===== src/rtl/bcd_to_binary_pkg.sv =====
// Shared constants and state encoding for the BCD-to-binary converter.
// Also holds the digit limits used by the adjust step.
package bcd_to_binary_pkg;

  localparam int unsigned DefDigits = 4;
  localparam int unsigned DefBinW   = 14;

  localparam logic [3:0] DigitMax  = 4'd9;
  localparam logic [3:0] AdjThresh = 4'd8;

  typedef enum logic [2:0] {
    StIdle  = 3'd0,
    StLoad  = 3'd1,
    StShift = 3'd2,
    StSub3  = 3'd3,
    StDone  = 3'd4
  } state_e;

endpackage


===== src/rtl/bcd_sub3_adjust.sv =====
// One BCD nibble of the reverse double-dabble correction step.
// The nibble drops by 3 once a shift has pushed it to 8 or more.
module bcd_sub3_adjust
  import bcd_to_binary_pkg::*;
(
  input  logic [3:0] nib_i,
  output logic [3:0] nib_o
);

  assign nib_o = (nib_i >= AdjThresh) ? (nib_i - 4'd3) : nib_i;

endmodule


===== src/rtl/bcd_to_binary.sv =====
// Multi-cycle packed-BCD to binary converter (reverse double-dabble).
// Start/ready handshake; digits above 9 are flagged instead of converted.
module bcd_to_binary
  import bcd_to_binary_pkg::*;
#(
  parameter int unsigned Digits = DefDigits,
  parameter int unsigned BinW   = DefBinW
) (
  input  logic                  clk,
  input  logic                  reset,
  input  logic                  start_i,
  input  logic [4*Digits-1:0]   bcd_i,
  output logic [BinW-1:0]       binary_o,
  output logic                  error_o,
  output logic                  ready_o
);

  localparam int unsigned BcdW = 4 * Digits;
  localparam int unsigned RegW = BcdW + BinW;
  localparam int unsigned CntW = $clog2(BinW + 1);

  state_e          state_q, state_d;
  logic [RegW-1:0] work_q, work_d;
  logic [CntW-1:0] cnt_q, cnt_d;
  logic [BinW-1:0] binary_q, binary_d;
  logic            error_q, error_d;

  logic [BcdW-1:0] adj_bcd;
  logic [RegW-1:0] shifted;
  logic            bad_digit;
  logic            last_shift;

  assign shifted    = work_q >> 1;
  assign last_shift = (cnt_q == CntW'(1));

  for (genvar g = 0; g < Digits; g++) begin : g_adj
    bcd_sub3_adjust u_adj (
      .nib_i (work_q[BinW + 4*g +: 4]),
      .nib_o (adj_bcd[4*g +: 4])
    );
  end

  always_comb begin
    bad_digit = 1'b0;
    for (int i = 0; i < Digits; i++) begin
      if (bcd_i[4*i +: 4] > DigitMax) bad_digit = 1'b1;
    end
  end

  always_ff @(posedge clk or posedge reset) begin
    if (reset) begin
      state_q <= StIdle;
    end else begin
      state_q <= state_d;
    end
  end

  always_comb begin
    state_d = state_q;
    unique case (state_q)
      StIdle:  if (start_i) state_d = StLoad;
      StLoad:  state_d = bad_digit ? StDone : StShift;
      StShift: state_d = last_shift ? StDone : StSub3;
      StSub3:  state_d = StShift;
      StDone:  if (!start_i) state_d = StIdle;
      default: state_d = StIdle;
    endcase
  end

  // Datapath next-state; binary/error only move in LOAD and on the final shift.
  always_comb begin
    work_d   = work_q;
    cnt_d    = cnt_q;
    binary_d = binary_q;
    error_d  = error_q;
    unique case (state_q)
      StLoad: begin
        work_d  = {bcd_i, {BinW{1'b0}}};
        cnt_d   = CntW'(BinW);
        error_d = bad_digit;
        if (bad_digit) binary_d = '0;
      end
      StShift: begin
        work_d = shifted;
        cnt_d  = cnt_q - CntW'(1);
        if (last_shift) binary_d = shifted[BinW-1:0];
      end
      StSub3: work_d = {adj_bcd, work_q[BinW-1:0]};
      default: ;
    endcase
  end

  always_ff @(posedge clk or posedge reset) begin
    if (reset) begin
      work_q   <= '0;
      cnt_q    <= '0;
      binary_q <= '0;
      error_q  <= 1'b0;
    end else begin
      work_q   <= work_d;
      cnt_q    <= cnt_d;
      binary_q <= binary_d;
      error_q  <= error_d;
    end
  end

  always_comb begin
    ready_o  = (state_q == StDone);
    binary_o = binary_q;
    error_o  = error_q;
  end

endmodule

===== config.mk =====
export PLATFORM = sky130hd
export DESIGN_NAME = bcd_to_binary
export DESIGN_NICKNAME = d
export VERILOG_FILES = /design/src/rtl/bcd_to_binary_pkg.sv /design/src/rtl/bcd_sub3_adjust.sv /design/src/rtl/bcd_to_binary.sv
export SDC_FILE = /design/constraint.sdc
export NUM_CORES = 1
export LEC_CHECK = 0
export ABC_AREA = 1
export CAP_MARGIN = 20
export CORE_ASPECT_RATIO = 1.1
export CORE_UTILIZATION = 37
export DETAILED_ROUTE_END_ITERATION = 8
export GPL_TIMING_DRIVEN = 0
export PLACE_DENSITY_LB_ADDON = 0.05
export SYNTH_ARGS = -nofsm -noshare
export SYNTH_HDL_FRONTEND = slang
export SYNTH_HIERARCHICAL = 1
export SYNTH_SLANG_ARGS = --single-unit

===== constraint.sdc =====
create_clock -name clk -period 2.38 [get_ports clk]
set_clock_uncertainty 0.2 [all_clocks]
set_input_delay 0.476 -clock clk [delete_from_list [all_inputs] [get_ports clk]]
set_output_delay 0.476 -clock clk [all_outputs]
set_load 0.1 [all_outputs]

* Word level (Yosys, flattened, before mapping) *
Index checks and enable logic that the tools add are counted.

word-level totals
  word-level logic and storage cells = 64
  bits in registers = 52
  output and inout port bits = 16

operators by class
  reductions and logical operators = 10
  add/sub/neg operators = 5
  eq/ne operators = 13
  magnitude comparators = 8
  bitwise operators = 1
  mux-type cells = 18

operator list
  cell                 number
  $pmux 30 s3          1
  $mux 14              2
  $pmux 14 s2          1
  $ge 4x4->1 const B   4
  $gt 4x4->1 const B   4
  $mux 4               4
  $sub 4x2->4 const B  4
  $pmux 3 s5           1
  $mux 3               4
  $reduce_and 2->1     6
  $ne 2x1->1 const B   4
  $ne 2x2->1 const B   4
  $pmux 4 s2           1
  $eq 3x2->1 const B   2
  $eq 4x1->1 const B   1
  $mux 1               4
  $sub 4x1->4 const B  1
  $eq 3x1->1 const B   1
  $eq 3x3->1 const B   1
  $logic_not 3->1      1
  $reduce_and 3->1     1
  $reduce_bool 3->1    1
  $reduce_bool 2->1    1
  $not 1->1            1

* Longest topological paths before layout *
  depth in word-level cells = 7
  gate-level depth with buffers = 9
  depth with buffers taken out = 8

* Modules after synthesis *
The synthesis kept the hierarchy.

by module, submodules not included
  module           seq. area each (um^2)  area each (um^2)  instances  cells each
  bcd_to_binary    1276.2                 2303.5            1          272
  bcd_sub3_adjust  0.0                    88.8              4          16

* Worst setup path after synthesis *
OpenSTA, ideal clock, no wires.

  path kind = reg-to-output
  from = reg state_q[1]
  to = out ready_o
  cell stages (with the launch flop) = 4
  path slack = 0.442 ns
  arrival = 1.262 ns
  data required time = 1.704 ns
  cell sequence = dfrtp_1 > nor2_1 > nand2_1 > inv_1

between the ends
  word-level cells in the longest chain between the ends = 1

ends and longest elaborated chain
  item                      RTL line              RTL
  start: declaration        bcd_to_binary.sv:22   state_e state_q, state_d;
  start signal: assignment  bcd_to_binary.sv:52   state_q <= StIdle;
  start signal: assignment  bcd_to_binary.sv:54   state_q <= state_d;
  $eq 3x3->1                bcd_to_binary.sv:108  ready_o = (state_q == StDone);
  end: declaration          bcd_to_binary.sv:15   output logic ready_o

No other way between the ends.

* Final worst setup path *
Same ends and word-level chain as after synthesis.

==> results.md <==
* Pint at about 0.0018 W
* GPL Wtd Cong at approximately 0.75
* Syn Area/Cell at just under 8 sq um
* Final Cell Area at 3190 sq um
* Crit path DAT at 1.55 ns
* CTS Root Cell: clkbuf_8
* Clock Tree Buf Depth at 2
* Top-area cell type share of the netlist area at 0.480
* Die span in x at around 83 um
* Die area at between 7000 and 8000 sq um
* Synth-to-Final Area Change at 19.9%
* Setup crit start: state_q[1]
* Reg-to-Reg End: binary_o[7]
* Syn_nets at between 300 and 400
* Layout Nets at about 400
* Asr flop ratio synth at 1.00
* Detailed Route WL at approximately 6200 um
* Top cells by count, synth: nand2_1, dfrtp_1, inv_1
* Final Max Tran Viols at 0
* Clk pwr share at 0.151
* Launch point of the worst reg-to-reg path: cnt_q[1]
* Hold path cells at 2
* Outcome: completed
* Ys flop type: dfrtp_1
* Fin crit period at roughly 2.2 ns
* Post-route worst setup slack at 0.158 ns
* RSZ-0062 raised after global routing: no
* DRC at 0
* Power Density at 1050 nW/um^2
* Overflow left after global routing at 0
* PortBufs at 34
* Slew Limit Headroom at 0.361
* WL per Instance at around 13 um
* Slowest-stage cell, CP: dfrtp_1
* Post-route ant nets at 0
* Die height at 90.9 um
* CP max FO at 4
* Seq pwr share at 0.399
* Pleak at 1.63 nW
* Largest net degree at the start of global routing at 35
* Crit path launch type: flop
* Post-synth EDFFs at 0
* R2R cell count at 8
* Layout cells sized above 1 at 0.0818
* Setup Fix Bufs, Post-CTS at 0
* Clk_lat worst skew at approximately 0.30 ns
* Post-synthesis sequential area ratio at 0.480
* Sw Share at 0.465
* Slew of the pin with the lowest slew margin at 0.962 ns
* Filler cell count at about 760
* Synth top area cells: dfrtp_1, nand2_1, inv_1
* Critical Path Sink Type: output pin
* Vias in the first global route at between 2000 and 2500
* CTS Buf Count at 5
* Leading area contributor after synthesis: dfrtp_1
* Vias per Instance at between 4 and 5
* Yosys reg bits at 51
* # diodes at 0
* Synth cell types at 24
* Count leader, synth: nand2_1
* Tot Pwr at between 0.003 and 0.004 W
* Seq. cell area at 1280 sq um
* Post-DP HPWL at ~4300 um
* Crit path kind: flop to output pin
* Fmax at roughly 450 MHz
* DRT Pass-1 Iters at 7
* Worst Path Required at around 1.7 ns
* Final hold violation count at 0
* Max Cap Violations at 0
* First-pass GRT wire length at ~10000 um
* Final Cycle Share at 0.933
* Clk pin slew, worst setup/hold paths at 0.10 ns
* Tot GR Track Use at 0.172
* CTS sink count at about 50
* 1st-iter DRT viols at 120
* Place WS at -0.213 ns
* Core area at around 7000 sq um
* P_sw at between 0.0015 and 0.002 W
* Area post-placement at 3130 sq um
* Final-report setup violation count at 0
* IO Pins at 35
* Combinational power share at 0.450
* Synth Instances at about 340
* Worst min-delay path category: flop to flop
* Multi-input gate area at 1130 sq um
* Yosys synthesis warning count at 6
* Synthesized area at about 2700 sq um
* CTS tree: yes
* R2R setup slack at approximately 0.67 ns
* CTS HTree Levels at 2
* Post-CTS Hold Buffers at 0
* Slowest stage delay, CP at 0.44 ns
* Peak supply drop at 0.586 mV
* Initial Util at 0.382
* Initial antenna violation count at 0
* Cell row count at 32
* Crit path cell chain: nor2_1 -> nand2_1 -> inv_1 -> buf_2
* Crit path capture: ready_o
* Vias post-DR at approximately 2300
-- power by group through the flow --
stage | sequential (W) | combinational, W | clock [W]
2_1_floorplan | 0.00134 | 0.00112 | 0
3_3_place_gp | 0.00135 | 0.00149 | 0
3_5_place_dp | 0.00135 | 0.00152 | 0
4_1_cts | 0.00134 | 0.00151 | 0.000522
5_1_grt | 0.00138 | 0.00170 | 0.000552
6_report | 0.00133 | 0.00151 | 0.000506
-- timing repair --
item,4_1_cts,5_1_grt
hold endpoints to repair,0,0
gates cloned,0,0
setup endpoints to repair,16,1
resized for setup,18,2
pin swaps,0,0
-- routing by layer --
| metal | GRT usage | share of wire |
|---|---|---|
| met5 | 0 | 0 |
| met4 | 0.0388 | 0.0098 |
| met3 | 0.0293 | 0.027 |
| met2 | 0.299 | 0.48 |
| met1 | 0.224 | 0.48 |
-- worst max-delay path, delay by kind of cell (launching register included) --
family	cells	cell delay, ns
AND/OR/NAND/NOR	2	0.28
buffers and inverters	2	0.52
flip-flops	1	0.44
-- through the flow --
stage	cells	hold WS, ns	util	TNS (ns)
after floorplan	336	0.239	-	0
after global placement	455	0.262	0.446	-34.23
after detailed placement	456	0.270	0.449	-0.213
after CTS	464	0.289	0.458	0
after global routing	464	0.302	0.457	0
final	464	0.283	0.457	0
-- worst min-delay path by stage --
stage | startpoint | to | slack [ns]
2_1_floorplan | cnt_q[2] | cnt_q[2] | 0.24
3_3_place_gp | cnt_q[3] | cnt_q[3] | 0.26
3_5_place_dp | work_q[1] | binary_o[0] | 0.27
4_1_cts | cnt_q[2] | cnt_q[2] | 0.29
5_1_grt | cnt_q[2] | cnt_q[2] | 0.30
6_report | work_q[5] | binary_o[4] | 0.28
-- kinds of logic after synthesis --
group,after synthesis,synth area share
DFF,51,0.480
xor gates and xnor gates,4,0.0132
AOI/OAI and AO/OA,61,0.131
buffers and inverters,60,0.0932
and+or+nand+nor,150,0.236
adders and majority gates,10,0.0471
-- registers in the layout, summed over array words and instances (netlist names) --
signal / flops
state_q: 3
error_o: 1
cnt_q: 4
binary_o: 14
work_q: 29
-- placed cells by master (no fill, tap or decap), drive strengths merged --
cell type	netlist	routed
inv	49	49
nor3	1	1
nand3	20	20
o22ai	11	11
a21boi	4	4
a31oi	15	15
clkinv	0	1
dlygate4sd2	0	15
a21oi	18	18
ha	10	10
nand2	92	92
o21ai	13	13
buf	9	11
nand4	1	1
clkinvlp	0	1
clkdlybuf4s50	0	18
dfrtp	51	51
xor2	4	4
clkbuf	2	8
nor2	36	36
-- final cells by class --
cell class	count	area share
clock buffers	6	0.0228
flip-flops and latches	51	0.400
inverters	49	0.0577
repair buffers	35	0.106
clock inverters	2	0.00393
multi-input cells	225	0.356
well taps	85	0.0334
plain buffers	11	0.0200
No activity file was read; power rests on OpenSTA's default activity.
